### src/rtl/instruction_fetch_unit.sv
// Instruction fetch unit: owns the fetch PC, requests a synchronous-read
// program memory, and buffers returned words in a small circular prefetch
// queue that feeds the decoder over a valid/ready handshake.
//   clock, reset_n          : clock, asynchronous active-low reset
//   pm_req, pm_addr         : program memory read request / address (= fetch_pc)
//   pm_rdata                : read data, one cycle after the request
//   instr, instr_pc         : queue head word and the address it came from
//   instr_valid/instr_ready : head handshake, pop when both are high
//   redirect, redirect_pc   : branch-taken pulse and target
//   halt                    : suppresses new requests while high
//   fetch_pc                : next address to fetch
module instruction_fetch_unit #(
    parameter int unsigned INSTR_W = 31,
    parameter int unsigned PC_W    = 8,
    parameter int unsigned DEPTH   = 2
) (
    input  logic               clock,
    input  logic               reset_n,
    output logic               pm_req,
    output logic [PC_W-1:0]    pm_addr,
    input  logic [INSTR_W-1:0] pm_rdata,
    output logic [INSTR_W-1:0] instr,
    output logic [PC_W-1:0]    instr_pc,
    output logic               instr_valid,
    input  logic               instr_ready,
    input  logic               redirect,
    input  logic [PC_W-1:0]    redirect_pc,
    input  logic               halt,
    output logic [PC_W-1:0]    fetch_pc
);

    localparam int unsigned PTR_W = $clog2(DEPTH);
    localparam int unsigned CNT_W = $clog2(DEPTH + 1);
    localparam int unsigned OCC_W = CNT_W + 1;

    localparam logic [1:0] ST_RUN    = 2'd0;
    localparam logic [1:0] ST_FULL   = 2'd1;
    localparam logic [1:0] ST_HALTED = 2'd2;
    localparam logic [1:0] ST_FLUSH  = 2'd3;

    logic [1:0]         state, state_nxt;
    logic [CNT_W-1:0]   count;
    logic [PTR_W-1:0]   rd_ptr, wr_ptr;
    logic               inflight;
    logic [PC_W-1:0]    infl_pc;
    logic [INSTR_W-1:0] q_instr [DEPTH];
    logic [PC_W-1:0]    q_pc    [DEPTH];

    logic               pop, push;
    logic [OCC_W-1:0]   occ, count_nxt, occ_nxt;

    assign instr_valid = (count != '0);
    assign instr       = q_instr[rd_ptr];
    assign instr_pc    = q_pc[rd_ptr];
    assign pm_addr     = fetch_pc;

    // A handshake in a redirect cycle is dropped along with the flush.
    assign pop  = instr_valid && instr_ready && !redirect;
    // Returns landing on a redirect edge or in the FLUSH cycle are stale.
    assign push = inflight && !redirect && (state != ST_FLUSH);

    // Occupancy counts the in-flight return; a same-cycle pop frees its slot
    // at the edge the return lands, which sustains one word per cycle.
    assign occ    = OCC_W'(count) + OCC_W'(inflight) - OCC_W'(pop);
    assign pm_req = reset_n && !halt && !redirect && (occ < OCC_W'(DEPTH));

    assign count_nxt = redirect ? '0 : OCC_W'(count) + OCC_W'(push) - OCC_W'(pop);
    assign occ_nxt   = count_nxt + OCC_W'(pm_req);

    // FSM state register.
    always_ff @(posedge clock or negedge reset_n) begin
        if (!reset_n) state <= ST_RUN;
        else          state <= state_nxt;
    end

    // FSM next state, priority redirect > halt > space > full.
    always_comb begin
        state_nxt = state;
        if (redirect)                      state_nxt = ST_FLUSH;
        else if (halt)                     state_nxt = ST_HALTED;
        else if (occ_nxt < OCC_W'(DEPTH))  state_nxt = ST_RUN;
        else                               state_nxt = ST_FULL;
    end

    // Fetch PC, in-flight tracking and prefetch queue.
    always_ff @(posedge clock or negedge reset_n) begin
        if (!reset_n) begin
            fetch_pc <= '0;
            inflight <= 1'b0;
            infl_pc  <= '0;
            count    <= '0;
            rd_ptr   <= '0;
            wr_ptr   <= '0;
            for (int i = 0; i < int'(DEPTH); i++) begin
                q_instr[i] <= '0;
                q_pc[i]    <= '0;
            end
        end else begin
            inflight <= pm_req;
            count    <= CNT_W'(count_nxt);
            if (pm_req) infl_pc <= fetch_pc;
            if (redirect) begin
                fetch_pc <= redirect_pc;
                rd_ptr   <= '0;
                wr_ptr   <= '0;
            end else begin
                if (pm_req) fetch_pc <= fetch_pc + PC_W'(1);
                if (pop)    rd_ptr   <= rd_ptr + PTR_W'(1);
                if (push) begin
                    q_instr[wr_ptr] <= pm_rdata;
                    q_pc[wr_ptr]    <= infl_pc;
                    wr_ptr          <= wr_ptr + PTR_W'(1);
                end
            end
        end
    end

    a_count_bound: assert property (@(posedge clock) disable iff (!reset_n)
        count <= CNT_W'(DEPTH));
    a_valid_match: assert property (@(posedge clock) disable iff (!reset_n)
        instr_valid == (count != '0));

endmodule
### config.mk
export PLATFORM = sky130hd
export DESIGN_NAME = instruction_fetch_unit
export DESIGN_NICKNAME = d
export VERILOG_FILES = /design/src/rtl/instruction_fetch_unit.sv
export SDC_FILE = /design/constraint.sdc
export NUM_CORES = 1
export LEC_CHECK = 0
export ABC_AREA = 1
export ABC_CLOCK_PERIOD_IN_PS = 4950
export CAP_MARGIN = 20
export CORE_MARGIN = 8
export CORE_UTILIZATION = 55
export CTS_BUF_LIST = sky130_fd_sc_hd__clkbuf_16
export DETAILED_ROUTE_END_ITERATION = 10
export GPL_TIMING_DRIVEN = 0
export HOLD_SLACK_MARGIN = 0.08
export PLACE_DENSITY = 0.85
export SYNTH_ARGS = -nofsm -noshare
export SYNTH_HDL_FRONTEND = slang
export SYNTH_SLANG_ARGS = --single-unit
export TNS_END_PERCENT = 20
### constraint.sdc
create_clock -name clock -period 4.95 [get_ports clock]
set_input_delay 0.99 -clock clock [delete_from_list [all_inputs] [get_ports clock]]
set_output_delay 0.99 -clock clock [all_outputs]
set_load 0.03 [all_outputs]
; ---- Word-level counts from Yosys, hierarchy flattened
; Cells that the tools add are included.
; Widths: inputs -> output; s select.
[classes]
n_addsub = 8
n_lt_le_gt_ge = 5
eq_ne = 1
mux = 22
bitwise = 3
reduce_logical = 15
[ops]
columns = op, count
row1 = $mux 31, 4
row2 = $bwmux 62, 1
row3 = $mux 8, 6
row4 = $demux 31 s1, 1
row5 = $bwmux 16, 1
row6 = $add 8x1->8 const B, 1
row7 = $demux 8 s1, 1
row8 = $logic_and 1x1->1, 8
row9 = $reduce_bool 2->1, 4
row10 = $add 2x1->3, 2
row11 = $lt 3x2->1 const B, 2
row12 = $sub 3x1->3, 2
row13 = $mux 1, 5
row14 = $ge 2x2->1 const B, 2
row15 = $mux 2, 2
row16 = $not 1->2, 2
row17 = $add 3x1->3, 1
row18 = $mux 3, 1
row19 = $add 1x1->1 const B, 2
row20 = $logic_not 1->1, 2
row21 = $lt 2x1->1 const B, 1
row22 = $ne 2x2->1 const B, 1
row23 = $reduce_and 2->1, 1
row24 = $not 1->1, 1
[totals]
ff_bits = 101
inputBits = 44
out_inout_bits = 57
wordCells = 65

; ---- Logic depth before layout (Yosys ltp)
; Gate-level depths: netlist (run 1).
[depth]
word_depth = 11
depth_mapped = 19
ltp_nobuf = 16

; ---- Least setup slack after synthesis (run 1)
; Ideal clock, no wire load.
[synth_timing]
kind = input -> output
from = input redirect
to = output pm_req
arrival_time_ns = 2.594
required_time_ns = 3.960
path_slack_ns = 1.366
cell_stages = 10
n_path_buf = 3
path_cell_list = buf_6 > inv_2 > buf_2 > nand2_1 > nor2_1 > o21ai_0 > fa_1 > nand3_1 > nor2_4 > buf_6
[synth_via]
elab_chain_len = 5
elab_cells_between_ends = 6
classes_between = add/sub (1) / order compare (1) / reduce/logical (4)
[synth_lines]
columns = item, line
row1 = "start, declared", 26  ; input logic redirect,
row2 = $logic_not 1->1 (*), "58, 65"
row3 = $logic_and 1x1->1, 58  ; assign pop = instr_valid && instr_ready && !redirect;
row4 = $sub 3x1->3, 64  ; assign occ = OCC_W'(count) + OCC_W'(inflight) - OCC_W'(pop);
row5 = $lt 3x2->1, 65  ; assign pm_req = reset_n && !halt && !redirect && (occ < OCC_W'(DEPTH));
row6 = $logic_and 1x1->1 (*), 65
row7 = "end, declared", 19  ; output logic pm_req,
; Mark *: on every way between the ends. The rest lies on a longest branch, timed or not.

; ---- Worst setup path in the final report (run 1)
[layout_timing]
from = input instr_ready
to = output pm_req
[layout_via]
elab_chain_len = 5
[layout_lines]
columns = item, line
row1 = "start, declared", 25  ; input logic instr_ready,
row2 = $logic_and 1x1->1 (2 in series), 58
row3 = $sub 3x1->3, 64
row4 = $lt 3x2->1, 65
row5 = $logic_and 1x1->1, 65
; No other way between the ends.

==> metrics.txt, run 1 <==
input/output buffers=99; number of nets with antenna violations after detailed routing=0; combined area of all synthesized cells=4760 um2; number of buffers added to fix hold violations after cts=0; Clock Pin Slew Worst Setup and Hold Paths=70 ps; Pwr Density=451 nW/um2; outcome=finished clean; area delta synth->final=31.2%; clock buffer depth=2; Fmax=210 MHz; post-synthesis cell count=590; via-per-instance ratio=5.36; detailed-router iteration count before antenna repair=4; count of buffers added by post-CTS timing repair for setup=0; average size of a mapped cell=8.08 um2; cells on worst reg2reg path=16; predominant post-synthesis flop cell=sky130_fd_sc_hd__dfrtp_1; width of the die=109 um; Top-Level Pins=101; number of instances resized during post-cts repair=0; number of global-route vias before repair=4490; clock tree sinks=101; TritonCTS Buffers=9; CTS Root Cell=sky130_fd_sc_hd__clkbuf_16; count of yosys warnings during synthesis=0; Hold Path Class=reg -> reg; Hold Vio Cnt, Final=0; Initial Util=55.7%; routed len/inst=15.4 um; Max transition margin=61.7%; share of synthesized flip-flops with an asynchronous set or reset=100%; hold slack=474 ps; crit end category=output pin; critical-path maximum fanout=11; remaining global-route overflow=0; level count of the clock H-tree=3; initial antenna violation count=0; Std-Cell Rows=34; post-route standard cell area excluding fillers=6250 um2; clock latency reported for the late side of the worst-skew pair=340 ps; RePlAce Congestion=0.824; slew at the pin closest to its max-slew limit=575 ps; hold-critical path depth=2; final design utilization=73.1%; R2R Path Start=count[1]$_DFF_PN0_; total die area=11900 um2; global-route usage over all layers=21.8%; startpoint class of the critical path=input port; DRC violations left=0; Setup-failing EPs final=0; Final Max Slew Viols=0; crit path time final=4760 ps; overall power of the completed layout=2.82 mW; Core Footprint=8550 um2; die span in y=109 um; cell area after placement=5920 um2; count of distinct cell types in the synthesized netlist=27; Crit path required time=3960 ps; diode count=0; sequential element share of the synthesized area=53.0%; startpoint-to-endpoint class of the critical path=in -> out; total leakage power=3.06 nW; Peak supply drop=0.213 mV; fraction of the cycle the final worst path needs=96.1%; setup clock skew after layout=7.02 ps; number of nets produced by synthesis=639; largest net degree at the start of global routing=61; wire length of the first global-routing pass=20.8 mm; final routed wirelength across all metal layers=12.5 mm; fraction of layout instances using a drive strength above 1=7.66%; unrepaired setup endpoints after global routing=no; Max Cap Violations=0; Critical Path Start=instr_ready; arrival time at the worst endpoint=3770 ps; detailed placer's ending HPWL=8.79 mm; number of nets in the layout=750; Iter 0 DRT Violations=263; Hold Startpoint=q_instr[59]$_DFFE_PN0P_; number of register bits inferred by synthesis=101; total via count in the routed design=4355; number of enable flip-flop cells after synthesis=0; CTS tree=done
-- state kept, by name (all words and copies together), names as in the netlist --
signal,cells
inflight,1
q_pc,16
count,2
q_instr,62
infl_pc,8
rd_ptr,1
wr_ptr,1
state,2
fetch_pc,8
-- metrics by stage --
step                setup WS [ps]  setup TNS [ps]  std cells
global route                 43.0               0        813
finish                        191               0        813
CTS                           180               0        813
detailed placement            197               0        798
floorplan                    1370               0        590
global placement            -2490          -97240        797
-- synthesized netlist by cell type (all sizes together), types with 2 or more instances --
cell type	number	area, um2
ha	3	37.5
o21ai	93	465
nand2	209	787
nand4	2	12.5
dfrtp	101	2530
nor2	11	48.8
clkbuf	11	42.5
nor3	2	26.3
inv	62	233
fa	2	40.0
nand3	57	285
buf	30	211
-- worst max-delay path: stages --
cell and delay [ps]:
sky130_fd_sc_hd__clkdlybuf4s50_1 460, sky130_fd_sc_hd__o21a_1 180, sky130_fd_sc_hd__nand2_1 80, sky130_fd_sc_hd__nor2_1 180, sky130_fd_sc_hd__o21ai_0 160, sky130_fd_sc_hd__fa_1 530, sky130_fd_sc_hd__nand3_1 130, sky130_fd_sc_hd__nor2_4 190
sky130_fd_sc_hd__buf_6 180, sky130_fd_sc_hd__clkdlybuf4s50_1 690
-- layer usage --
layer / global-route usage, % / routed length [um] / vias to the layer above
met5: 0 / 0 / -
met4: 7.92 / 227 / 0
li1: - / - / 2076
met3: 5.38 / 1090 / 23
met1: 27.3 / 5190 / 2064
met2: 35.7 / 5970 / 192
-- final timing paths --
path	endpoint	slack [ps]
min in group asynchronous	q_instr[19]$_DFFE_PN0P_	640
worst max register to register	state[0]$_DFF_PN0_	2000
worst max-delay path	pm_req	190
max in group asynchronous	fetch_pc[1]$_DFFE_PN0P_	3630
worst min register to register	q_instr[59]$_DFFE_PN0P_	470
worst min-delay path	q_instr[59]$_DFFE_PN0P_	470
-- where the power goes --
part           total, mW  switching [mW]  internal [mW]
logic              0.942           0.558          0.384
registers           1.08          0.0970          0.981
clock network      0.796           0.305          0.492
-- cell families after synthesis --
| kind of cell | count (synthesis) | synth area share (%) |
|---|---|---|
| simple gates | 282 | 24.5 |
| buf+inv | 104 | 10.3 |
| compound gates | 96 | 10.2 |
| flops | 101 | 53.0 |
| xor+xnor | 2 | 0.368 |
| fa+ha+maj | 5 | 1.63 |
-- final cells by class --
| cell class | instances | area [um2] |
|---|---|---|
| clock buffer | 9 | 225 |
| multi-input combinational | 385 | 1750 |
| inverter | 63 | 236 |
| tap | 108 | 135 |
| buffer | 41 | 254 |
| clock inverter | 6 | 110 |
| timing repair buffer | 100 | 1020 |
| fill | 610 | 2300 |
| sequential | 101 | 2530 |
-- cell usage in the layout (no fill, tap or decap), drive strengths merged --
master | Yosys | layout
nor2 | 11 | 11
o21bai | 1 | 1
nand2 | 209 | 209
nor3 | 2 | 2
xor2 | 1 | 1
o21a | 1 | 1
or2 | 1 | 1
clkbuf | 11 | 20
buf | 30 | 32
dfrtp | 101 | 101
xnor2 | 1 | 1
ha | 3 | 3
clkinvlp | 0 | 1
inv | 62 | 63
nand3 | 57 | 57
clkdlybuf4s50 | 0 | 98
a21oi | 1 | 1
nand4 | 2 | 2
bufinv | 0 | 3
fa | 2 | 2
clkinv | 1 | 2
o21ai | 93 | 93
Note: power is estimated with default switching activity, not from simulation.
==> run 2, diff against run 1 <==
- CORE_ASPECT_RATIO: unset -> 0.75
- SETUP_SLACK_MARGIN: unset -> 0.5
==> run 2 against run 1 <==
  * Count of clock-buffer cells in the layout unchanged
  * Flip-flop and latch count unchanged
  * Sequential power about the same
  * Final cell count up 0.25%
  * Utilization up 0.32 points
  * Via count up 0.99%
  * Die area up 0.26%
  * Sequential share of layout area up 0.29 points
  * Design area down 0.70%
==> metrics.txt, run 2 (synthesized netlist as in run 1, its figures left out) <==
outcome=finished clean (unchanged); number of nets in the layout=753 (was 750); number of nets with antenna violations after detailed routing=0 (unchanged); hold slack=475 ps (was 474 ps); fraction of layout instances using a drive strength above 1=7.92% (was 7.66%); endpoint of the most critical register-to-register path=state[0]$_DFF_PN0_ (unchanged); number of flip-flops under the largest register name=62 (unchanged); Setup-failing EPs final=0 (unchanged); Fill cells=674 (was 610); arrival time at the worst endpoint=3310 ps (was 3770 ps); Reg with most FFs=q_instr (unchanged); TritonCTS Buffers=9 (unchanged); crit end category=output pin (unchanged); Max Cap Violations=0 (unchanged); Max transition margin=66.4% (was 61.7%); die span in y=96.6 um (was 109 um); routed len/inst=16.1 um (was 15.4 um); slack of the worst reg-to-reg path=2090 ps (was 2000 ps); startpoint class of the critical path=input port (unchanged); Fmax=232 MHz (was 210 MHz); initial antenna violation count=0 (unchanged); detailed placer's ending HPWL=9.32 mm (was 8.79 mm); width of the die=123 um (was 109 um); startpoint-to-endpoint class of the critical path=in -> out (unchanged); level count of the clock H-tree=3 (unchanged); crit-path cells=clkdlybuf4s50_1 -> o21a_1 -> nand2_1 -> nor2_2 -> o21ai_0 -> fa_1 -> nand3_1 -> nor2_4 -> buf_6 -> buf_2 (was clkdlybuf4s50_1 -> o21a_1 -> nand2_1 -> nor2_1 -> o21ai_0 -> fa_1 -> nand3_1 -> nor2_4 -> buf_6 -> clkdlybuf4s50_1); max incr delay on CP=520 ps (was 690 ps); crit path time final=4300 ps (was 4760 ps); worst hold path endpoint=q_pc[9]$_DFFE_PN0P_ (was q_instr[59]$_DFFE_PN0P_); R2R Path Start=count[1]$_DFF_PN0_ (unchanged); worst setup slack after layout=648 ps (was 191 ps); Hold Startpoint=q_pc[9]$_DFFE_PN0P_ (was q_instr[59]$_DFFE_PN0P_); remaining global-route overflow=0 (unchanged); setup clock skew after layout=7.62 ps (was 7.02 ps); Hold Path Class=reg -> reg (unchanged); CTS tree=done (unchanged); via-per-instance ratio=5.40 (was 5.36); clock buffer depth=2 (unchanged); Hold Vio Cnt, Final=0 (unchanged); unrepaired setup endpoints after global routing=no (unchanged); slew at the pin closest to its max-slew limit=504 ps (was 575 ps); fraction of the cycle the final worst path needs=86.9% (was 96.1%); diode count=0 (unchanged); total leakage power=3.06 nW (about the same); final non-filler cell total=815 (was 813); commonest cells after routing, fill and taps aside=208 x sky130_fd_sc_hd__nand2_1, 101 x sky130_fd_sc_hd__dfrtp_1, 97 x sky130_fd_sc_hd__clkdlybuf4s50_1 (was 208 x sky130_fd_sc_hd__nand2_1, 101 x sky130_fd_sc_hd__dfrtp_1, 98 x sky130_fd_sc_hd__clkdlybuf4s50_1); registers with the most flip-flops=q_instr: 62 flops, q_pc: 16 flops (unchanged); area delta synth->final=30.3% (was 31.2%); slowest CP cell=sky130_fd_sc_hd__fa_1 (was sky130_fd_sc_hd__clkdlybuf4s50_1); wire length of the first global-routing pass=21.5 mm (was 20.8 mm); Std-Cell Rows=29 (was 34); Clock Pin Slew Worst Setup and Hold Paths=60 ps (was 70 ps); largest net degree at the start of global routing=73 (was 61); clock tree sinks=101 (unchanged); total die area=11900 um2 (about the same); Top-Level Pins=101 (unchanged); final routed wirelength across all metal layers=13.1 mm (was 12.5 mm); Crit path required time=3960 ps (about the same); number of global-route vias before repair=4393 (was 4490); cells on worst reg2reg path=16 (unchanged); Final Max Slew Viols=0 (unchanged); global-route usage over all layers=22.4% (was 21.8%); total via count in the routed design=4398 (was 4355); detailed-router iteration count before antenna repair=7 (was 4); CTS Root Cell=sky130_fd_sc_hd__clkbuf_16 (unchanged); Core Footprint=8450 um2 (was 8550 um2); Critical Path Start=instr_ready (unchanged); critical-path maximum fanout=11 (unchanged); Iter 0 DRT Violations=448 (was 263); Pwr Density=435 nW/um2 (was 451 nW/um2); input/output buffers=99 (unchanged); overall power of the completed layout=2.70 mW (was 2.82 mW); DRC violations left=0 (unchanged); pre-CTS setup slack=190 ps (was 197 ps); number of buffers added to fix hold violations after cts=0 (unchanged); clock latency reported for the late side of the worst-skew pair=340 ps (about the same); cell count after placement=798 (unchanged); Peak supply drop=0.297 mV (was 0.213 mV); leading cell type in the layout, fill and taps excluded=sky130_fd_sc_hd__nand2_1 (unchanged); Initial Util=56.4% (was 55.7%); RePlAce Congestion=0.826 (was 0.824); hold-critical path depth=2 (unchanged)
==> run 2: final cells by class <==
cell class / count / area (um2) / area share [%]
clock buffer: 9 / 225 / 3.63
inverter: 63 / 236 / 3.81
multi-input combinational: 385 / 1750 / 28.2
buffer: 41 / 254 / 4.09
sequential: 101 / 2530 / 40.7
tap: 108 / 135 / 2.18
timing repair buffer: 103 / 1030 / 16.6
clock inverter: 5 / 46.3 / 0.746
==> run 2: critical path, delay by kind of cell <==
| kind | cells | cell delay, ps |
|---|---|---|
| buffers and inverters | 3 | 860 |
| adders and majority gates | 1 | 520 |
| AOI/OAI and AO/OA | 2 | 320 |
| and+or+nand+nor | 4 | 610 |
==> run 2: metrics by stage <==
stage	setup TNS [ps]	area, um2	utilization (%)
2_1_floorplan	0	4760	-
3_3_place_gp	-103750	5890	69.7
3_5_place_dp	0	5920	70.0
4_1_cts	0	6190	73.2
5_1_grt	0	6210	73.4
6_report	0	6210	73.4
==> run 2: what timing repair did <==
action / in CTS / in global routing
hold endpoints to repair: 0 / 0
buffers inserted: 0 / 3
gates resized for setup: 3 / 3
endpoints found under the setup margin: 1 / 1
pin swaps: 0 / 1
==> run 2: routing by layer <==
layer | vias to the layer above | share of wire, % | track usage [%]
li1 | 2075 | - | -
met1 | 2149 | 43 | 29.2
met2 | 159 | 50 | 36.4
met3 | 15 | 6.2 | 5.57
met4 | 0 | 1.1 | 5.72
met5 | - | 0 | 0
==> run 2: worst max path at each step <==
stage	end	slack, ps	cells after the start
floorplan	pm_req	1370	10
global placement	pm_req	-2530	5
detailed placement	pm_req	190	10
CTS	pm_req	550	10
global route	pm_req	520	10
finish	pm_req	650	10
==> run 2: where the power goes <==
group          leakage, nW  internal [mW]  switching, mW
logic                 1.69          0.385          0.567
registers             1.22          0.982          0.101
clock network        0.141          0.380          0.286
==> run 3, diff against run 2 <==
- CORE_MARGIN: 8 -> 2
==> run 3 against run 2 <==
  * Non-clock buffer count unchanged
  * Worst hold slack about the same
  * Clock power up 16%
  * Final cell count up 0.25%
  * Worst setup slack better by 50 ps
  * Largest power group unchanged
==> metrics.txt, run 3 (synthesized netlist as in run 1, its figures left out) <==
outcome=finished clean (unchanged); hold slack=475 ps (about the same); number of nets in the layout=753 (unchanged); number of buffers added to fix hold violations after cts=0 (unchanged); RePlAce Congestion=0.825 (was 0.826); R2R Path Start=count[1]$_DFF_PN0_ (unchanged); Core Footprint=8420 um2 (was 8450 um2); Clock Pin Slew Worst Setup and Hold Paths=60 ps (about the same); Final Max Slew Viols=0 (unchanged); Hold Startpoint=q_instr[54]$_DFFE_PN0P_ (was q_pc[9]$_DFFE_PN0P_); critical-path maximum fanout=11 (unchanged); Fill cells=626 (was 674); total via count in the routed design=4410 (was 4398); fraction of layout instances using a drive strength above 1=8.60% (was 7.92%); cell area after placement=5920 um2 (unchanged); DRC violations left=0 (unchanged); switching power=0.984 mW (was 0.954 mW); hold-critical path depth=2 (unchanged); Hold Vio Cnt, Final=0 (unchanged); total leakage power=3.07 nW (was 3.06 nW); wire length of the first global-routing pass=20.9 mm (was 21.5 mm); Setup-failing EPs final=0 (unchanged); post-route standard cell area excluding fillers=6260 um2 (was 6210 um2); Hold Path Class=reg -> reg (unchanged); CTS Root Cell=sky130_fd_sc_hd__clkbuf_16 (unchanged); number of global-route vias before repair=4418 (was 4393); detailed-router iteration count before antenna repair=5 (was 7); final design utilization=74.4% (was 73.4%); slack of the worst reg-to-reg path=2080 ps (was 2090 ps); Pwr Density=447 nW/um2 (was 435 nW/um2); startpoint class of the critical path=input port (unchanged); fraction of the cycle the final worst path needs=85.9% (was 86.9%); final routed wirelength across all metal layers=12.5 mm (was 13.1 mm); clock buffer depth=2 (unchanged); Reg with most FFs=q_instr (unchanged); crit end category=output pin (unchanged); Iter 0 DRT Violations=353 (was 448); Std-Cell Rows=29 (unchanged); overall power of the completed layout=2.80 mW (was 2.70 mW); Top-Level Pins=101 (unchanged); crit path time final=4250 ps (was 4300 ps); number of nets with antenna violations after detailed routing=0 (unchanged); area occupied by multi-input gates=1750 um2 (unchanged); Peak supply drop=0.312 mV (was 0.297 mV); die span in y=84.6 um (was 96.6 um); largest net degree at the start of global routing=76 (was 73); routed len/inst=15.3 um (was 16.1 um); registers with the most flip-flops=q_instr: 62 flops, q_pc: 16 flops (unchanged); cells on worst reg2reg path=16 (unchanged); number of flip-flops under the largest register name=62 (unchanged); Max transition margin=67.1% (was 66.4%); startpoint-to-endpoint class of the critical path=in -> out (unchanged); clock tree sinks=101 (unchanged); CTS tree=done (unchanged); total die area=9430 um2 (was 11900 um2); Crit path required time=3960 ps (about the same); arrival time at the worst endpoint=3260 ps (was 3310 ps); commonest cells after routing, fill and taps aside=208 x sky130_fd_sc_hd__nand2_1, 101 x sky130_fd_sc_hd__dfrtp_1, 97 x sky130_fd_sc_hd__clkdlybuf4s50_1 (unchanged); Initial Util=56.6% (was 56.4%); combined flip-flop and latch cell area=2530 um2 (unchanged); TritonCTS Buffers=9 (unchanged); area delta synth->final=31.5% (was 30.3%); switching power share of the total=35.1% (was 35.3%); detailed placer's ending HPWL=8.46 mm (was 9.32 mm); level count of the clock H-tree=3 (unchanged); slew at the pin closest to its max-slew limit=493 ps (was 504 ps); register share of total power=38.7% (was 40.1%); internal power of the cells=1.82 mW (was 1.75 mW); leading cell type in the layout, fill and taps excluded=sky130_fd_sc_hd__nand2_1 (unchanged); global-route usage over all layers=27.5% (was 22.4%); Fmax=235 MHz (was 232 MHz); remaining global-route overflow=0 (unchanged); worst hold path endpoint=q_instr[54]$_DFFE_PN0P_ (was q_pc[9]$_DFFE_PN0P_); Gate power share=33.6% (was 35.2%); setup clock skew after layout=9.30 ps (was 7.62 ps); diode count=0 (unchanged); initial antenna violation count=0 (unchanged); via-per-instance ratio=5.40 (about the same); width of the die=111 um (was 123 um); unrepaired setup endpoints after global routing=no (unchanged); Max Cap Violations=0 (unchanged); input/output buffers=99 (unchanged); clock latency reported for the late side of the worst-skew pair=350 ps (was 340 ps); clock group share of total power=27.7% (was 24.7%); endpoint of the most critical register-to-register path=state[0]$_DFF_PN0_ (unchanged)
## run 3: cell count changes in the layout (fill, tap and decap cells not counted)
cell | before | now
sky130_fd_sc_hd__inv_1 | 62 | 60
sky130_fd_sc_hd__clkinv_4 | 0 | 1
sky130_fd_sc_hd__clkinv_1 | 2 | 1
sky130_fd_sc_hd__clkinvlp_4 | 0 | 1
sky130_fd_sc_hd__bufinv_16 | 1 | 2
sky130_fd_sc_hd__clkinv_2 | 1 | 0
sky130_fd_sc_hd__inv_6 | 0 | 3
## run 3: worst max-delay path by stage
stage | from | endpoint | slack, ps | depth (start not counted)
3_5_place_dp | instr_ready | pm_req | 200 | 10
5_1_grt | instr_ready | pm_req | 550 | 10
4_1_cts | instr_ready | pm_req | 570 | 10
2_1_floorplan | redirect | pm_req | 1370 | 10
3_3_place_gp | reset_n | pm_req | -2530 | 5
6_report | instr_ready | pm_req | 700 | 10
## run 3: metal layers
| metal | vias to the layer above | GRT usage [%] | wire length, um |
|---|---|---|---|
| met2 | 178 | 44.5 | 6040 |
| met3 | 26 | 5.92 | 777 |
| li1 | 2078 | - | - |
| met1 | 2128 | 38.1 | 5460 |
| met4 | 0 | 7.74 | 214 |
| met5 | - | 0 | 0 |
## run 3: stage by stage
| step | instances | setup WS [ps] | TNS (ps) |
|---|---|---|---|
| 2_1_floorplan | 590 | 1370 | 0 |
| 3_3_place_gp | 797 | -2530 | -105840 |
| 3_5_place_dp | 798 | 205 | 0 |
| 4_1_cts | 814 | 571 | 0 |
| 5_1_grt | 817 | 550 | 0 |
| 6_report | 817 | 698 | 0 |
## run 3: power by group through the flow
stage          combinational [mW]  clock (mW)  sequential [mW]
2_1_floorplan               0.538           0             1.08
3_3_place_gp                0.912           0             1.08
3_5_place_dp                0.934           0             1.09
4_1_cts                     0.943       0.781             1.08
5_1_grt                      1.01       0.815             1.10
6_report                    0.941       0.775             1.08
## run 3: worst max-delay path, cell delays in order
cell,delay [ps]
sky130_fd_sc_hd__clkdlybuf4s50_1,460
sky130_fd_sc_hd__o21a_1,160
sky130_fd_sc_hd__nand2_1,100
sky130_fd_sc_hd__nor2_2,140
sky130_fd_sc_hd__o21ai_0,140
sky130_fd_sc_hd__fa_1,530
sky130_fd_sc_hd__nand3_1,130
sky130_fd_sc_hd__nor2_4,220
sky130_fd_sc_hd__buf_6,180
sky130_fd_sc_hd__buf_2,210
## run 3: timing repair
action / in CTS / in global routing
resized for setup: 3 / 3
setup endpoints to repair: 1 / 1
pin swaps: 0 / 1
buffers inserted: 0 / 3
## run 3: layout make-up
class / count / area share, %
plain buffers: 41 / 4.06
clock buffers: 9 / 3.60
clock inverters: 7 / 1.64
inverters: 63 / 3.78
multi-input cells: 385 / 27.9
flip-flops and latches: 101 / 40.4
well taps: 108 / 2.16
repair buffers: 103 / 16.5
